**src/rtl/fp_pkg.sv**
```systemverilog
`default_nettype none
// ============================================================================
// Module   : fp_pkg
// Brief    : Shared helpers for the parametrised binary floating-point
//            adder: format width, bias, canonical quiet NaN, packed-field
//            extraction and the rounding-mode constant.
// Revision : 1.0 - initial release
// ============================================================================
package fp_pkg;

  // Only round-to-nearest, ties-to-even is implemented.
  typedef enum logic [1:0] {
    RM_RNE = 2'd0
  } round_mode_e;

  localparam round_mode_e ROUND_MODE = RM_RNE;

  function automatic int fp_width(input int e, input int m);
    return 1 + e + m;
  endfunction

  function automatic int fp_bias(input int e);
    return (1 << (e - 1)) - 1;
  endfunction

  // {sign 0, exponent all ones, fraction MSB 1, rest 0}
  function automatic logic [63:0] fp_qnan(input int e, input int m);
    return (((64'd1 << e) - 64'd1) << m) | (64'd1 << (m - 1));
  endfunction

  function automatic logic fp_sign_field(input logic [63:0] x, input int e, input int m);
    return 1'(x >> (e + m));
  endfunction

  function automatic logic [63:0] fp_exp_field(input logic [63:0] x, input int e, input int m);
    return (x >> m) & ((64'd1 << e) - 64'd1);
  endfunction

  function automatic logic [63:0] fp_frac_field(input logic [63:0] x, input int m);
    return x & ((64'd1 << m) - 64'd1);
  endfunction

endpackage
`default_nettype wire

```
**src/rtl/fp_lzc.sv**
```systemverilog
`default_nettype none
// ============================================================================
// Module   : fp_lzc
// Brief    : Combinational leading-zero counter. An all-zero input reports
//            WIDTH.
// Revision : 1.0 - initial release
// ============================================================================
module fp_lzc #(
  parameter  int WIDTH = 14,
  localparam int CW    = $clog2(WIDTH + 1)
) (
  input  logic [WIDTH-1:0] in_vec,
  output logic [CW-1:0]    count
);

  logic found;

  // Scan from the MSB; the first set bit fixes the count.
  always_comb begin
    count = CW'(WIDTH);
    found = 1'b0;
    for (int i = WIDTH - 1; i >= 0; i--) begin
      if (!found && in_vec[i]) begin
        count = CW'(WIDTH - 1 - i);
        found = 1'b1;
      end
    end
  end

endmodule
`default_nettype wire

```
**src/rtl/fp_addsub_pipe.sv**
```systemverilog
`default_nettype none
// ============================================================================
// Module   : fp_addsub_pipe
// Brief    : Pipelined IEEE-754 adder/subtractor, any EXP_W/MAN_W (FP16 by
//            default). Operands are registered on accept, then unpack/align,
//            add/lzc and normalise/round/pack stages follow, so out_valid
//            rises on the third clock edge after the accept edge. All stages
//            advance together only when the output is free or being taken.
//            Optional macro FP_ADDSUB_STICKY_FLAGS_EN adds flag_clr and
//            sticky_flags = {overflow, zero, nan, inexact}.
// Revision : 1.0 - initial release
// ============================================================================
module fp_addsub_pipe
  import fp_pkg::*;
#(
  parameter  int EXP_W = 5,
  parameter  int MAN_W = 10,
  localparam int W     = fp_width(EXP_W, MAN_W)
) (
  input  logic         clk,
  input  logic         rst,
  input  logic         in_valid,
  output logic         in_ready,
  input  logic         op_sub,
  input  logic [W-1:0] a,
  input  logic [W-1:0] b,
  output logic         out_valid,
  input  logic         out_ready,
  output logic [W-1:0] result,
  output logic         overflow,
  output logic         zero,
  output logic         nan,
  output logic         inexact
`ifdef FP_ADDSUB_STICKY_FLAGS_EN
  ,
  input  logic         flag_clr,
  output logic [3:0]   sticky_flags
`endif
);

  localparam int FW  = MAN_W + 4;           // hidden, fraction, guard, round, sticky
  localparam int LZW = $clog2(FW + 1);
  localparam int EW1 = EXP_W + 1;
  localparam logic [EXP_W-1:0] EMAX = '1;
  localparam logic [W-1:0]     QNAN = W'(fp_qnan(EXP_W, MAN_W));

  logic adv;
  assign adv      = !out_valid || out_ready;
  assign in_ready = adv;

  // ---------------- operand staging ----------------
  logic         r0_valid, r0_sub;
  logic [W-1:0] r0_a, r0_b;

  // Capture the operand pair; a non-accepted cycle loads a bubble.
  always_ff @(posedge clk or posedge rst) begin
    if (rst) begin
      r0_valid <= 1'b0; r0_sub <= 1'b0; r0_a <= '0; r0_b <= '0;
    end else if (adv) begin
      r0_valid <= in_valid; r0_sub <= op_sub; r0_a <= a; r0_b <= b;
    end
  end

  // ---------------- S1: unpack / align ----------------
  logic             sa, sb, a_ge, s_big, nan_a, nan_b, inf_a, inf_b;
  logic [EXP_W-1:0] ea, eb, ea_adj, eb_adj, e_big, e_small, diff;
  logic [MAN_W-1:0] fa, fb;
  logic [MAN_W:0]   ma, mb, m_big, m_small;
  logic [31:0]      sh;
  logic [2*FW-1:0]  sh_wide;
  logic [FW-1:0]    m_small_al;

  // Order by magnitude, align the smaller operand and classify specials.
  always_comb begin
    sa     = fp_sign_field(64'(r0_a), EXP_W, MAN_W);
    sb     = fp_sign_field(64'(r0_b), EXP_W, MAN_W) ^ r0_sub;
    ea     = EXP_W'(fp_exp_field(64'(r0_a), EXP_W, MAN_W));
    eb     = EXP_W'(fp_exp_field(64'(r0_b), EXP_W, MAN_W));
    fa     = MAN_W'(fp_frac_field(64'(r0_a), MAN_W));
    fb     = MAN_W'(fp_frac_field(64'(r0_b), MAN_W));
    ma     = {ea != '0, fa};
    mb     = {eb != '0, fb};
    ea_adj = (ea == '0) ? EXP_W'(1) : ea;
    eb_adj = (eb == '0) ? EXP_W'(1) : eb;
    // Exponent:fraction bits order exactly like magnitudes, subnormals included.
    a_ge    = r0_a[W-2:0] >= r0_b[W-2:0];
    s_big   = a_ge ? sa : sb;
    e_big   = a_ge ? ea_adj : eb_adj;
    e_small = a_ge ? eb_adj : ea_adj;
    m_big   = a_ge ? ma : mb;
    m_small = a_ge ? mb : ma;
    diff    = e_big - e_small;
    sh      = (32'(diff) >= 32'(FW - 1)) ? 32'(FW - 1) : 32'(diff);
    // The lower half catches every bit shifted out, for the sticky bit.
    sh_wide    = {m_small, 3'b000, {FW{1'b0}}} >> sh;
    m_small_al = {sh_wide[2*FW-1:FW+1], sh_wide[FW] | (|sh_wide[FW-1:0])};
    nan_a = (ea == EMAX) && (fa != '0);
    nan_b = (eb == EMAX) && (fb != '0);
    inf_a = (ea == EMAX) && (fa == '0);
    inf_b = (eb == EMAX) && (fb == '0);
  end

  logic             r1_valid, r1_sign, r1_zsign, r1_sub, r1_nan, r1_inf, r1_inf_sign;
  logic [EXP_W-1:0] r1_exp;
  logic [FW-1:0]    r1_mb, r1_ms;

  // Register the aligned operands and special-case classification.
  always_ff @(posedge clk or posedge rst) begin
    if (rst) begin
      r1_valid <= 1'b0; r1_sign <= 1'b0; r1_zsign <= 1'b0; r1_sub <= 1'b0;
      r1_nan <= 1'b0; r1_inf <= 1'b0; r1_inf_sign <= 1'b0;
      r1_exp <= '0; r1_mb <= '0; r1_ms <= '0;
    end else if (adv) begin
      r1_valid    <= r0_valid;
      r1_sign     <= s_big;
      r1_zsign    <= sa & sb;              // exact zero is -0 only for (-0)+(-0)
      r1_sub      <= sa ^ sb;
      r1_nan      <= nan_a | nan_b | (inf_a & inf_b & (sa ^ sb));
      r1_inf      <= inf_a | inf_b;
      r1_inf_sign <= inf_a ? sa : sb;
      r1_exp      <= e_big;
      r1_mb       <= {m_big, 3'b000};
      r1_ms       <= m_small_al;
    end
  end

  // ---------------- S2: add / lzc ----------------
  logic [FW:0]    sum2;
  logic [LZW-1:0] lzc2;

  assign sum2 = r1_sub ? ({1'b0, r1_mb} - {1'b0, r1_ms}) : ({1'b0, r1_mb} + {1'b0, r1_ms});

  fp_lzc #(.WIDTH(FW)) u_lzc (
    .in_vec (sum2[FW-1:0]),
    .count  (lzc2)
  );

  logic             r2_valid, r2_sign, r2_zsign, r2_nan, r2_inf, r2_inf_sign;
  logic [EXP_W-1:0] r2_exp;
  logic [FW:0]      r2_sum;
  logic [LZW-1:0]   r2_lzc;

  // Register the raw magnitude sum and its leading-zero count.
  always_ff @(posedge clk or posedge rst) begin
    if (rst) begin
      r2_valid <= 1'b0; r2_sign <= 1'b0; r2_zsign <= 1'b0; r2_nan <= 1'b0;
      r2_inf <= 1'b0; r2_inf_sign <= 1'b0; r2_exp <= '0; r2_sum <= '0; r2_lzc <= '0;
    end else if (adv) begin
      r2_valid <= r1_valid; r2_sign <= r1_sign; r2_zsign <= r1_zsign; r2_nan <= r1_nan;
      r2_inf <= r1_inf; r2_inf_sign <= r1_inf_sign; r2_exp <= r1_exp;
      r2_sum <= sum2; r2_lzc <= lzc2;
    end
  end

  // ---------------- S3: normalise / round / pack ----------------
  logic [31:0]      lim, lsh;
  logic [FW-1:0]    norm;
  logic [EW1-1:0]   e_pre, e_fin;
  logic [MAN_W+1:0] mant_r;
  logic [MAN_W-1:0] frac;
  logic             rup, inx, res_sign;
  logic [W-1:0]     n_result;
  logic             n_ovf, n_zero, n_nan, n_inx;

  // Normalise (left shift stops at exponent 1, giving subnormals), round RNE, pack.
  always_comb begin
    lim = 32'(r2_exp) - 32'd1;
    lsh = (32'(r2_lzc) < lim) ? 32'(r2_lzc) : lim;
    if (r2_sum[FW]) begin
      norm  = {r2_sum[FW:2], r2_sum[1] | r2_sum[0]};
      e_pre = {1'b0, r2_exp} + EW1'(1);
    end else begin
      norm  = r2_sum[FW-1:0] << lsh;
      e_pre = {1'b0, r2_exp} - EW1'(lsh);
    end
    rup    = (ROUND_MODE == RM_RNE) && norm[2] && (norm[1] || norm[0] || norm[3]);
    inx    = norm[2] | norm[1] | norm[0];
    mant_r = {1'b0, norm[FW-1:3]} + (MAN_W+2)'(rup);
    if (mant_r[MAN_W+1]) begin
      e_fin = e_pre + EW1'(1);
      frac  = mant_r[MAN_W:1];
    end else begin
      e_fin = mant_r[MAN_W] ? e_pre : '0;
      frac  = mant_r[MAN_W-1:0];
    end
    res_sign = (r2_sum == '0) ? r2_zsign : r2_sign;

    n_ovf = 1'b0; n_nan = 1'b0; n_inx = 1'b0;
    if (r2_nan) begin
      n_result = QNAN;
      n_nan    = 1'b1;
    end else if (r2_inf) begin
      n_result = {r2_inf_sign, EMAX, {MAN_W{1'b0}}};
    end else if (e_fin >= {1'b0, EMAX}) begin
      n_result = {res_sign, EMAX, {MAN_W{1'b0}}};
      n_ovf    = 1'b1;
      n_inx    = 1'b1;
    end else begin
      n_result = {res_sign, e_fin[EXP_W-1:0], frac};
      n_inx    = inx;
    end
    n_zero = !r2_nan && (n_result[W-2:0] == '0);
  end

  // Output register: result and flags move together and hold under stall.
  always_ff @(posedge clk or posedge rst) begin
    if (rst) begin
      out_valid <= 1'b0; result <= '0;
      overflow <= 1'b0; zero <= 1'b0; nan <= 1'b0; inexact <= 1'b0;
    end else if (adv) begin
      out_valid <= r2_valid; result <= n_result;
      overflow <= n_ovf; zero <= n_zero; nan <= n_nan; inexact <= n_inx;
    end
  end

`ifdef FP_ADDSUB_STICKY_FLAGS_EN
  logic hs;
  assign hs = out_valid && out_ready;

  // OR in each handed-off result's flags; a clear keeps only this cycle's flags.
  always_ff @(posedge clk or posedge rst) begin
    if (rst) begin
      sticky_flags <= 4'b0000;
    end else if (flag_clr) begin
      sticky_flags <= hs ? {overflow, zero, nan, inexact} : 4'b0000;
    end else if (hs) begin
      sticky_flags <= sticky_flags | {overflow, zero, nan, inexact};
    end
  end
`endif

endmodule
`default_nettype wire

```
**config.mk**
```make
export PLATFORM = sky130hd
export DESIGN_NAME = fp_addsub_pipe
export DESIGN_NICKNAME = d
export VERILOG_FILES = /design/src/rtl/fp_pkg.sv /design/src/rtl/fp_lzc.sv /design/src/rtl/fp_addsub_pipe.sv
export SDC_FILE = /design/constraint.sdc
export NUM_CORES = 1
export LEC_CHECK = 0
export ABC_CLOCK_PERIOD_IN_PS = 6090
export BUFFER_PORTS_ARGS = -buffer_cell sky130_fd_sc_hd__buf_2
export CAP_MARGIN = 20
export CORE_MARGIN = 5
export CORE_UTILIZATION = 45
export DETAILED_ROUTE_END_ITERATION = 8
export HOLD_SLACK_MARGIN = 0.02
export PLACE_DENSITY_LB_ADDON = 0.3
export SYNTH_ARGS = -nofsm -noshare
export SYNTH_HDL_FRONTEND = slang
export SYNTH_SLANG_ARGS = --single-unit
```
**constraint.sdc**
```tcl
create_clock -name clk -period 6.09 [get_ports clk]
set_clock_uncertainty 0.2 [all_clocks]
set_input_delay 1.218 -clock clk [delete_from_list [all_inputs] [get_ports clk]]
set_output_delay 1.218 -clock clk [all_outputs]
set_load 0.1 [all_outputs]
```
==> summary.md <==
| Metric | Value |
|---|---|
| Setup violation total in the final timing report | `0` |
| Die H | `154 um` |
| Hold_buf cts | `0` |
| GRT Total Usage | `0.217` |
| Routed Antenna Nets | `0` |
| Post-route DRC | `0` |
| CP startpoint kind | `flop` |
| Fin Setup TNS | `0 ps` |
| Gr ovfl total | `0` |
| Ys flop type | `dfrtp_1` |
| Initial antenna violation count | `0` |
| Setup CP Type | `reg -> reg` |
| First-pass GRT wire length | `42800 um` |
| Die X-Extent | `154 um` |
| Final hold violations | `0` |
| HPWL after DPL | `18700 um` |
| Placed cell area | `0.00997 mm2` |
| Gpl congestion | `0.960` |
| Post-synthesis cell area | `0.00927 mm2` |
| Cts bufs inserted | `17` |
| Root Buffer | `clkbuf_16` |
| Ant. Diodes | `0` |
| Max cap viols | `0` |
| Io pins | `59` |
| Cells after synthesis | `1170` |
| Synth-to-layout area growth | `16.8%` |
| Max Freq | `171 MHz` |
| Skew-Pair Late Insertion Delay | `430 ps` |
| Status | `completed` |
| Final Cycle Share | `0.963` |
| R2r setup slk | `230 ps` |
| Setup crit end kind | `flop` |
| Final Cell Area | `0.0108 mm2` |
| Via count | `8851` |
| Synth warnings | `0` |
| Vias in the first global route | `8423` |
| Post-Place Cells | `1481` |
| CTS max path bufs | `2` |
| Highest net fanout along the worst path | `8` |
| Critical path arrival | `5920 ps` |
| Core Area | `0.0202 mm2` |
| Yosys reg bits | `122` |
| CP required | `6150 ps` |
| Hold_ws | `268 ps` |
| Pin count of the biggest net entering global routing | `82` |
| Tmin final | `5860 ps` |
| Critical Path Sink | `r1_ms[0]` |
| Clock slew seen by the registers of the worst setup and hold paths | `60 ps` |
| Most common cell after layout, fill and taps aside | `nand2_1` |
| Slew Limit Fails | `0` |
| Initial Utilization | `0.458` |
| H-tree depth | `4` |
| DR WL/cell | `17.2 um` |
| Synthesized Nets | `1263` |
| Drt pass-1 iters | `5` |
| Post-synth ARST share | `1.00` |
| RSZ-0062 raised after global routing | `true` |
| Unique masters post-synth | `80` |
| Share of cells above drive strength 1 | `0.156` |
| Slew @ Worst Pin | `905 ps` |
| Worst Setup SP | `r0_a[0]` |
| Initial DRC Count | `715` |
| Reg2reg end | `r1_ms[0]` |
| Via/cell ratio | `5.81` |
| Die ar. | `0.0236 mm2` |
| Post-synth EDFFs | `0` |
| Worst hold path class | `reg -> reg` |
| Slew headroom | `0.389` |
| R2r worst-path depth | `27` |
| RR Startpoint | `r0_a[0]` |
| Most frequent cells in the layout | `nand2_1 (212), dfrtp_1 (121), nor2_1 (116)` |
| CTS tree | `yes` |
| Post-synthesis sequential area ratio | `0.329` |
| Syn_area_per_cell | `7.92 um2` |
| Clk sinks | `122` |
| # rows | `52` |
| Finished Layout Cells | `1524` |
| Port Buf Inserts | `58` |
| Post-layout nets | `1334` |
| Drt total wl | `26200 um` |
-- flip-flops by register name (all words and copies together), names as in the netlist, 4 cells and up --
signal / count
r2_exp: 5
r1_ms: 14
r2_sum: 15
result: 16
r0_b: 16
r0_a: 16
r1_mb: 11
r1_exp: 5
r2_lzc: 4
-- per-stage QoR --
stage	setup WS, ps	utilization
after detailed placement	-27.1	0.493
after global routing	-82.7	0.535
after CTS	10.1	0.523
after floorplan	18.4	-
final	228	0.535
after global placement	150	0.493
-- worst min path at each step --
stage,startpoint,to,slack (ps),cells after the start
final,r1_zsign,r1_zsign,270,2
after floorplan,r2_valid,r2_valid,230,2
after global routing,r2_zsign,r2_zsign,290,2
after detailed placement,r2_inf_sign,r2_inf_sign,260,2
after CTS,r1_zsign,r1_zsign,270,2
after global placement,r2_valid,r2_valid,250,2
-- synth_stat cells (4+ instances only) --
| cell | instances | share of area |
|---|---|---|
| o21bai_1 | 7 | 0.0057 |
| a31oi_1 | 15 | 0.010 |
| a21o_1 | 17 | 0.014 |
| o21ai_0 | 86 | 0.046 |
| o22ai_1 | 10 | 0.0068 |
| o21a_1 | 7 | 0.0057 |
| ha_1 | 53 | 0.072 |
| o31ai_1 | 9 | 0.0073 |
| dfrtp_1 | 122 | 0.33 |
| xnor2_1 | 22 | 0.021 |
| o21ai_2 | 4 | 0.0038 |
| o21ai_1 | 4 | 0.0022 |
| nand4_1 | 8 | 0.0054 |
| a22oi_1 | 4 | 0.0032 |
| or3_1 | 6 | 0.0041 |
| a21oi_1 | 82 | 0.044 |
| o211ai_1 | 5 | 0.0041 |
| buf_1 | 10 | 0.0041 |
| nor2_1 | 116 | 0.047 |
| o221ai_1 | 5 | 0.0047 |
| nand2b_1 | 15 | 0.010 |
| mux2i_1 | 48 | 0.052 |
| a21boi_0 | 4 | 0.0032 |
| a211oi_1 | 11 | 0.0089 |
| nor4_1 | 9 | 0.0061 |
| a22o_1 | 7 | 0.0066 |
| mux2_2 | 7 | 0.0085 |
| and3_1 | 9 | 0.0061 |
| xor2_1 | 11 | 0.010 |
| inv_1 | 61 | 0.025 |
| nor2b_1 | 8 | 0.0054 |
| nand2_1 | 212 | 0.086 |
| buf_6 | 4 | 0.0049 |
| and2_1 | 7 | 0.0047 |
| nor3_1 | 22 | 0.012 |
| clkbuf_1 | 38 | 0.015 |
| nand3_1 | 33 | 0.018 |
-- timing repair --
item / CTS / global route
pin swaps: 0 / 10
cloned: 0 / 4
setup buffers: 0 / 7
resized for setup: 2 / 38
setup endpoints to repair: 1 / 23
-- worst max-delay path: stages (launching register included) --
cell	delay, ps
dfrtp_1	410
inv_2	110
ha_4	210
nand2b_4	130
a21o_1	170
a21o_1	170
a21o_1	160
a21o_1	160
a21o_1	170
a21o_1	180
a21oi_4	200
o21ai_4	120
buf_6	190
buf_4	130
mux2i_1	190
ha_1	320
xnor2_2	210
nand2_1	110
o211ai_1	470
clkbuf_16	280
mux2i_2	240
mux2i_1	100
mux2i_1	200
a2bb2oi_1	190
o31ai_1	130
nor4_1	260
a31oi_1	140
a2bb2oi_1	150
-- cell type report --
type                       instances  area (um2)
timing repair buffer             105         669
fill                            1874        9410
sequential                       122        3050
multi-input combinational        934        5930
tap                              270         338
clock buffer                      17         425
clock inverter                    15         174
inverter                          61         233
-- cells by family after synthesis --
| family | synth area share |
|---|---|
| AO/OA/AOI/OAI | 0.220 |
| AND/OR/NAND/NOR | 0.228 |
| adder cells (fa/ha/maj) | 0.0803 |
| XOR/XNOR | 0.0312 |
| buffers and inverters | 0.0501 |
| flip-flops | 0.329 |
| multiplexers | 0.0604 |
-- per-layer routing --
layer | vias to the layer above | share of wire | GRT usage
met5 | - | 0 | 0
met4 | 0 | 0.021 | 0.0660
met3 | 43 | 0.060 | 0.0388
met2 | 306 | 0.45 | 0.339
met1 | 4209 | 0.47 | 0.309
li1 | 4293 | - | -
Power is not shown: default switching activity piles up to over one toggle a cycle in this logic, so the estimate is an artifact.
